==> src/rtl/mem_wb_stage_if.sv <==
// MEM/WB stage bundle. The MEM side drives the instruction fields and the WB side returns
// the registered write-back state. Latency and backpressure are defined by mem_wb_stage.
interface mem_wb_stage_if #(
  parameter int CNT_W = 32
);
  logic             valid_in;
  logic             stall;
  logic             flush;
  logic             MemtoReg_in;
  logic             RegWrite_in;
  logic [1:0]       mem_size;
  logic             mem_unsigned;
  logic [31:0]      read_data;
  logic [31:0]      alu_result;
  logic [4:0]       write_reg_in;
  logic             wb_reg_write;
  logic [4:0]       wb_write_reg;
  logic [31:0]      wb_write_data;
  logic             wb_valid;
  logic             wb_misalign;
  logic [CNT_W-1:0] retire_count;

  modport master (
    output valid_in, stall, flush, MemtoReg_in, RegWrite_in, mem_size, mem_unsigned,
           read_data, alu_result, write_reg_in,
    input  wb_reg_write, wb_write_reg, wb_write_data, wb_valid, wb_misalign, retire_count
  );

  modport slave (
    input  valid_in, stall, flush, MemtoReg_in, RegWrite_in, mem_size, mem_unsigned,
           read_data, alu_result, write_reg_in,
    output wb_reg_write, wb_write_reg, wb_write_data, wb_valid, wb_misalign, retire_count
  );
endinterface

==> src/rtl/mem_wb_stage.sv <==
// MEM/WB register with load lane extraction, misalign detection and a saturating retire counter.
// The stage has one cycle of latency and all outputs are registered. Stall holds the stage and flush inserts a bubble.
module mem_wb_stage #(
  parameter int CNT_W = 32
) (
  input  logic          clk,
  input  logic          rst,
  mem_wb_stage_if.slave mw
);
  localparam logic [CNT_W-1:0] CNT_MAX = {CNT_W{1'b1}};
  localparam logic [CNT_W-1:0] CNT_ONE = {{(CNT_W-1){1'b0}}, 1'b1};

  logic        misaligned;
  logic        reg_write_nxt;
  logic [31:0] data_nxt;
  logic [7:0]  byte_lane;
  logic [15:0] half_lane;

  always_comb begin
    misaligned = 1'b0;
    byte_lane  = mw.read_data[7:0];
    half_lane  = mw.read_data[15:0];
    data_nxt   = mw.alu_result;

    case (mw.alu_result[1:0])
      2'b00:   byte_lane = mw.read_data[7:0];
      2'b01:   byte_lane = mw.read_data[15:8];
      2'b10:   byte_lane = mw.read_data[23:16];
      default: byte_lane = mw.read_data[31:24];
    endcase
    half_lane = mw.alu_result[1] ? mw.read_data[31:16] : mw.read_data[15:0];

    // Size 2'b11 is decoded as a word access.
    case (mw.mem_size)
      2'b00:   misaligned = 1'b0;
      2'b01:   misaligned = mw.alu_result[0];
      default: misaligned = (mw.alu_result[1:0] != 2'b00);
    endcase
    misaligned = misaligned & mw.MemtoReg_in & mw.valid_in;

    if (mw.MemtoReg_in) begin
      case (mw.mem_size)
        2'b00:   data_nxt = {{24{byte_lane[7] & ~mw.mem_unsigned}}, byte_lane};
        2'b01:   data_nxt = {{16{half_lane[15] & ~mw.mem_unsigned}}, half_lane};
        default: data_nxt = mw.read_data;
      endcase
    end

    reg_write_nxt = mw.valid_in & mw.RegWrite_in & (mw.write_reg_in != 5'd0) & ~misaligned;
  end

  always_ff @(posedge clk) begin
    if (!rst) begin
      mw.wb_valid      <= 1'b0;
      mw.wb_reg_write  <= 1'b0;
      mw.wb_misalign   <= 1'b0;
      mw.wb_write_reg  <= 5'd0;
      mw.wb_write_data <= 32'd0;
      mw.retire_count  <= '0;
    end else if (mw.flush) begin
      mw.wb_valid     <= 1'b0;
      mw.wb_reg_write <= 1'b0;
      mw.wb_misalign  <= 1'b0;
    end else if (mw.stall) begin
      // A held misalign flag would repeat, so the pulse is cleared while the stage is stalled.
      mw.wb_misalign <= 1'b0;
    end else begin
      mw.wb_valid      <= mw.valid_in;
      mw.wb_reg_write  <= reg_write_nxt;
      mw.wb_misalign   <= misaligned;
      mw.wb_write_reg  <= mw.write_reg_in;
      mw.wb_write_data <= data_nxt;
      if (mw.valid_in && !misaligned && (mw.retire_count != CNT_MAX))
        mw.retire_count <= mw.retire_count + CNT_ONE;
    end
  end
endmodule
==> src/flat_wrapper.sv <==
// flat-port wrapper written by rule: the top's interface ports become plain ports
module mem_wb_stage_flat 
#(
  parameter int CNT_W = 32
)
  (clk, rst, mw_valid_in, mw_stall, mw_flush, mw_MemtoReg_in, mw_RegWrite_in, mw_mem_size, mw_mem_unsigned, mw_read_data, mw_alu_result, mw_write_reg_in, mw_wb_reg_write, mw_wb_write_reg, mw_wb_write_data, mw_wb_valid, mw_wb_misalign, mw_retire_count);
  mem_wb_stage_if #(.CNT_W(CNT_W)) mw_i ();
  input  logic clk;
  input  logic rst;
  input wire logic [$bits(mw_i.valid_in)-1:0] mw_valid_in;
  input wire logic [$bits(mw_i.stall)-1:0] mw_stall;
  input wire logic [$bits(mw_i.flush)-1:0] mw_flush;
  input wire logic [$bits(mw_i.MemtoReg_in)-1:0] mw_MemtoReg_in;
  input wire logic [$bits(mw_i.RegWrite_in)-1:0] mw_RegWrite_in;
  input wire logic [$bits(mw_i.mem_size)-1:0] mw_mem_size;
  input wire logic [$bits(mw_i.mem_unsigned)-1:0] mw_mem_unsigned;
  input wire logic [$bits(mw_i.read_data)-1:0] mw_read_data;
  input wire logic [$bits(mw_i.alu_result)-1:0] mw_alu_result;
  input wire logic [$bits(mw_i.write_reg_in)-1:0] mw_write_reg_in;
  output wire logic [$bits(mw_i.wb_reg_write)-1:0] mw_wb_reg_write;
  output wire logic [$bits(mw_i.wb_write_reg)-1:0] mw_wb_write_reg;
  output wire logic [$bits(mw_i.wb_write_data)-1:0] mw_wb_write_data;
  output wire logic [$bits(mw_i.wb_valid)-1:0] mw_wb_valid;
  output wire logic [$bits(mw_i.wb_misalign)-1:0] mw_wb_misalign;
  output wire logic [$bits(mw_i.retire_count)-1:0] mw_retire_count;
  assign mw_i.valid_in = mw_valid_in;
  assign mw_i.stall = mw_stall;
  assign mw_i.flush = mw_flush;
  assign mw_i.MemtoReg_in = mw_MemtoReg_in;
  assign mw_i.RegWrite_in = mw_RegWrite_in;
  assign mw_i.mem_size = mw_mem_size;
  assign mw_i.mem_unsigned = mw_mem_unsigned;
  assign mw_i.read_data = mw_read_data;
  assign mw_i.alu_result = mw_alu_result;
  assign mw_i.write_reg_in = mw_write_reg_in;
  assign mw_wb_reg_write = mw_i.wb_reg_write;
  assign mw_wb_write_reg = mw_i.wb_write_reg;
  assign mw_wb_write_data = mw_i.wb_write_data;
  assign mw_wb_valid = mw_i.wb_valid;
  assign mw_wb_misalign = mw_i.wb_misalign;
  assign mw_retire_count = mw_i.retire_count;
  mem_wb_stage #(.CNT_W(CNT_W)) u_core (.clk(clk), .rst(rst), .mw(mw_i));
endmodule
==> config.mk <==
export PLATFORM = sky130hd
export DESIGN_NAME = mem_wb_stage_flat
export DESIGN_NICKNAME = d
export VERILOG_FILES = /design/src/rtl/mem_wb_stage_if.sv /design/src/rtl/mem_wb_stage.sv /design/src/flat_wrapper.sv
export SDC_FILE = /design/constraint.sdc
export NUM_CORES = 1
export LEC_CHECK = 0
export CAP_MARGIN = 20
export CORE_ASPECT_RATIO = 0.75
export CORE_UTILIZATION = 47
export DETAILED_ROUTE_END_ITERATION = 12
export GPL_TIMING_DRIVEN = 0
export HOLD_SLACK_MARGIN = 0.05
export PLACE_DENSITY = 0.87
export SLEW_MARGIN = 20
export SYNTH_ARGS = -nofsm -noshare
export SYNTH_HDL_FRONTEND = slang
export SYNTH_SLANG_ARGS = --single-unit
==> constraint.sdc <==
create_clock -name clk -period 4.42 [get_ports clk]
set_clock_uncertainty 0.1 [all_clocks]
set_input_delay 0.663 -clock clk [delete_from_list [all_inputs] [get_ports clk]]
set_output_delay 0.663 -clock clk [all_outputs]
set_load 0.1 [all_outputs]
==> impl_metrics.toml <==
[worst_setup_path]
crit_path_start_kind = "primary input"
ff2ff_path_depth = 6
cp.arrival_ns = 3.21
worst-setup-path-type = "in -> reg"
rr_endpoint = "u_core.mw.retire_count[30]"
critPathRequiredTime_ns = 4.59
worstSetupEndpointType = "flip-flop"
r2r-start = "u_core.mw.retire_count[0]"
r2r_slack_ns = 1.93
path_max_fanout = 10

[cts]
ctsHoldBuffers = 0
cts_tree = "done"
clockBufferDepth = 2
cts_buffers = 9
htree_levels = 3
cts.sinks = 72
insertion_delay_ns = 0.35
postCtsSetupRepairBufs = 0
clk_pin_slew_ns = 0.09
cts_root_buf = "clkbuf_8"
cts_resized = 0

[flow_run]
max_cap_viol_count = 0

[synthesis]
yosys_warnings = 0
synth_largest_area_cell = "dfxtp_1"
synth-seq-cells = 72
syn_area_um2 = 3810
ys_seq_area_share_pct = 37.8
synth_top_area_share_pct = 37.8
yosysUniqueCellTypes = 46
synth.area.top_cells = "dfxtp_1, nand2_1, o21ai_0"
syn_inst = 474
syn_nets = 554
postSynthAreaPerCell_um2 = 8.05

[sta]
slew-limit-headroom_pct = 29.9
finalCritPeriodShare_pct = 68.8
setup_tns_ns = 0
timing_hold_violations_final = 0
maxSlewViolCount = 0
whs_ns = 0.366
tightest_slew_ns = 1.05
fin_ws_ns = 1.38
fmax_mhz = 329
setup_violations = 0
finalCriticalPeriod_ns = 3.04
rsz0062_at_grt = "false"

[detailed_routing]
first_pass_iters = 5
drt-total-wl_um = 13900
drt_iter0_markers = 288
vias_per_cell = 6.01
drcViolationCount = 0
ant_nets = 0
vias = 4468
wire_per_inst_um = 18.7

[placement]
place_ws_ns = 1.08
gp_congestion = 0.938
numPortBuffers = 149
place_area_um2 = 5440
hpwlAfterDp_um = 10700

[power_and_ir_drop]
p_sw_mw = 0.557
p_comb_share_pct = 24.5
powerDensity_nw_per_um2 = 298
clockPowerShare_pct = 35.1
p_leak_nw = 1.85
seqPwrFrac_pct = 40.4
internal-power_mw = 1.13
ir_worst_vdd_uv = 271
swShare_pct = 33.0

[die]
die_x_um = 106
core_area_um2 = 7880
rows = 28
die_area_um2 = 8490
start_util_pct = 48.4
io_pins = 151
dieHeight_um = 80.0

[grt]
grt_max_degree = 14
grt_pass1_wl_um = 22100
antenna_found_initial = 0
grt_util_all_layers_pct = 33.7
grt_overflow = 0
grt_pass1_vias = 4203

[worst_hold_path]
hold_class = "reg -> reg"
hp-start = "u_core.mw.wb_reg_write"
worstHoldEndpoint = "u_core.mw.wb_reg_write"
hold_depth = 2

[layout]
fin_nets = 714
drive_above_1_share_pct = 6.10
fill_cells = 646
fin_area_um2 = 5660
post-route-util_pct = 71.8
antenna_cells = 0
area_delta_synth_final_pct = 48.3

[outcome]
run_status = "finished, final reports clean"
cell families after synthesis:
family                     Yosys count  synth area share [%]
xor gates and xnor gates             3                 0.886
adders and majority gates            1                 0.328
muxes                                9                  2.69
DFF                                 72                  37.8
and+or+nand+nor                    174                  24.3
buffers and inverters               51                  5.74
AOI/OAI and AO/OA                  164                  28.3
Yosys cell counts (all sizes together):
cell type	number
mux2i	8
nor4	5
nand2	65
a21oi	39
o31ai	13
inv	15
dfxtp	72
a22o	4
or4	14
and2	2
nand3b	1
o32ai	1
and3	4
or2	2
nand4	9
and4	1
nand3	21
nand2b	11
nor3	3
a211oi	9
xor2	2
nor2	10
a221oi	22
buf	6
o21ai	51
mux4	1
o221ai	6
a31oi	9
xnor2	1
or3	16
o211ai	10
or3b	1
nor2b	9
ha	1
clkbuf	30
critical path, cell delays in order:
cell and delay [ns]:
clkdlybuf4s50_1 0.49, nor2_1 0.44, and4_1 0.46, nand3_1 0.30
buf_2 0.29, or4_1 0.41, a21oi_1 0.15
worst max-delay path by stage:
stage	from	end	slack, ns
after floorplan	u_core.mw.retire_count[0]	u_core.mw.retire_count[0]	1.43
after global placement	mw_stall	u_core.mw.retire_count[23]	1.11
after detailed placement	mw_stall	u_core.mw.retire_count[23]	1.08
after CTS	mw_stall	u_core.mw.retire_count[23]	1.43
after global routing	mw_stall	u_core.mw.retire_count[23]	1.17
final	mw_stall	u_core.mw.retire_count[31]	1.38
metrics by stage:
stage	power (mW)	cells
after global placement	1.10	728
after floorplan	0.944	474
final	1.69	744
after detailed placement	1.10	728
after CTS	1.69	744
after global routing	1.74	744
final cells by class:
type	count	area [µm²]	share of cell area, %
buffer	36	163	2.87
clock buffer	10	128	2.26
clock inverter	6	92.6	1.64
inverter	15	56.3	0.995
multi-input combinational	351	2150	38.1
sequential	72	1440	25.5
tap	105	131	2.32
timing repair buffer	149	1490	26.4
power by group through the flow:
stage	registers (mW)	clock network, mW	logic (mW)
floorplan	0.844	0	0.0999
global placement	0.695	0	0.405
detailed placement	0.696	0	0.408
CTS	0.681	0.596	0.410
global route	0.683	0.626	0.432
finish	0.681	0.592	0.414
layout by cell type, fill, tap and decap left out, types with 4 or more instances in the layout:
cell             Yosys  routed
o21ai_1             11      11
nor4_1               5       5
mux2i_1              8       8
a211oi_1             9       9
o21ai_0             39      39
nor2b_1              9       9
inv_1               15      15
a31oi_1              9       9
nor2_1              10      10
o221ai_1             6       6
a221oi_1            22      22
clkdlybuf4s50_1      0     149
and3_1               4       4
a21oi_1             32      32
o211ai_1            10      10
a22o_1               4       4
nand2b_1            11      11
o31ai_1             12      12
a21oi_2              7       7
dfxtp_1             72      72
clkbuf_1            30      31
clkbuf_8             0       9
nand2_1             65      65
nand4_1              7       7
or3_1               16      16
nand3_1             21      21
or4_1               12      12
layer usage:
layer	part of all wire [%]	GRT usage, %
met5	0	0
met4	2.0	11.1
met3	8.3	5.88
met2	46	54.0
met1	44	46.0
Note: power is estimated with default switching activity, not from simulation.
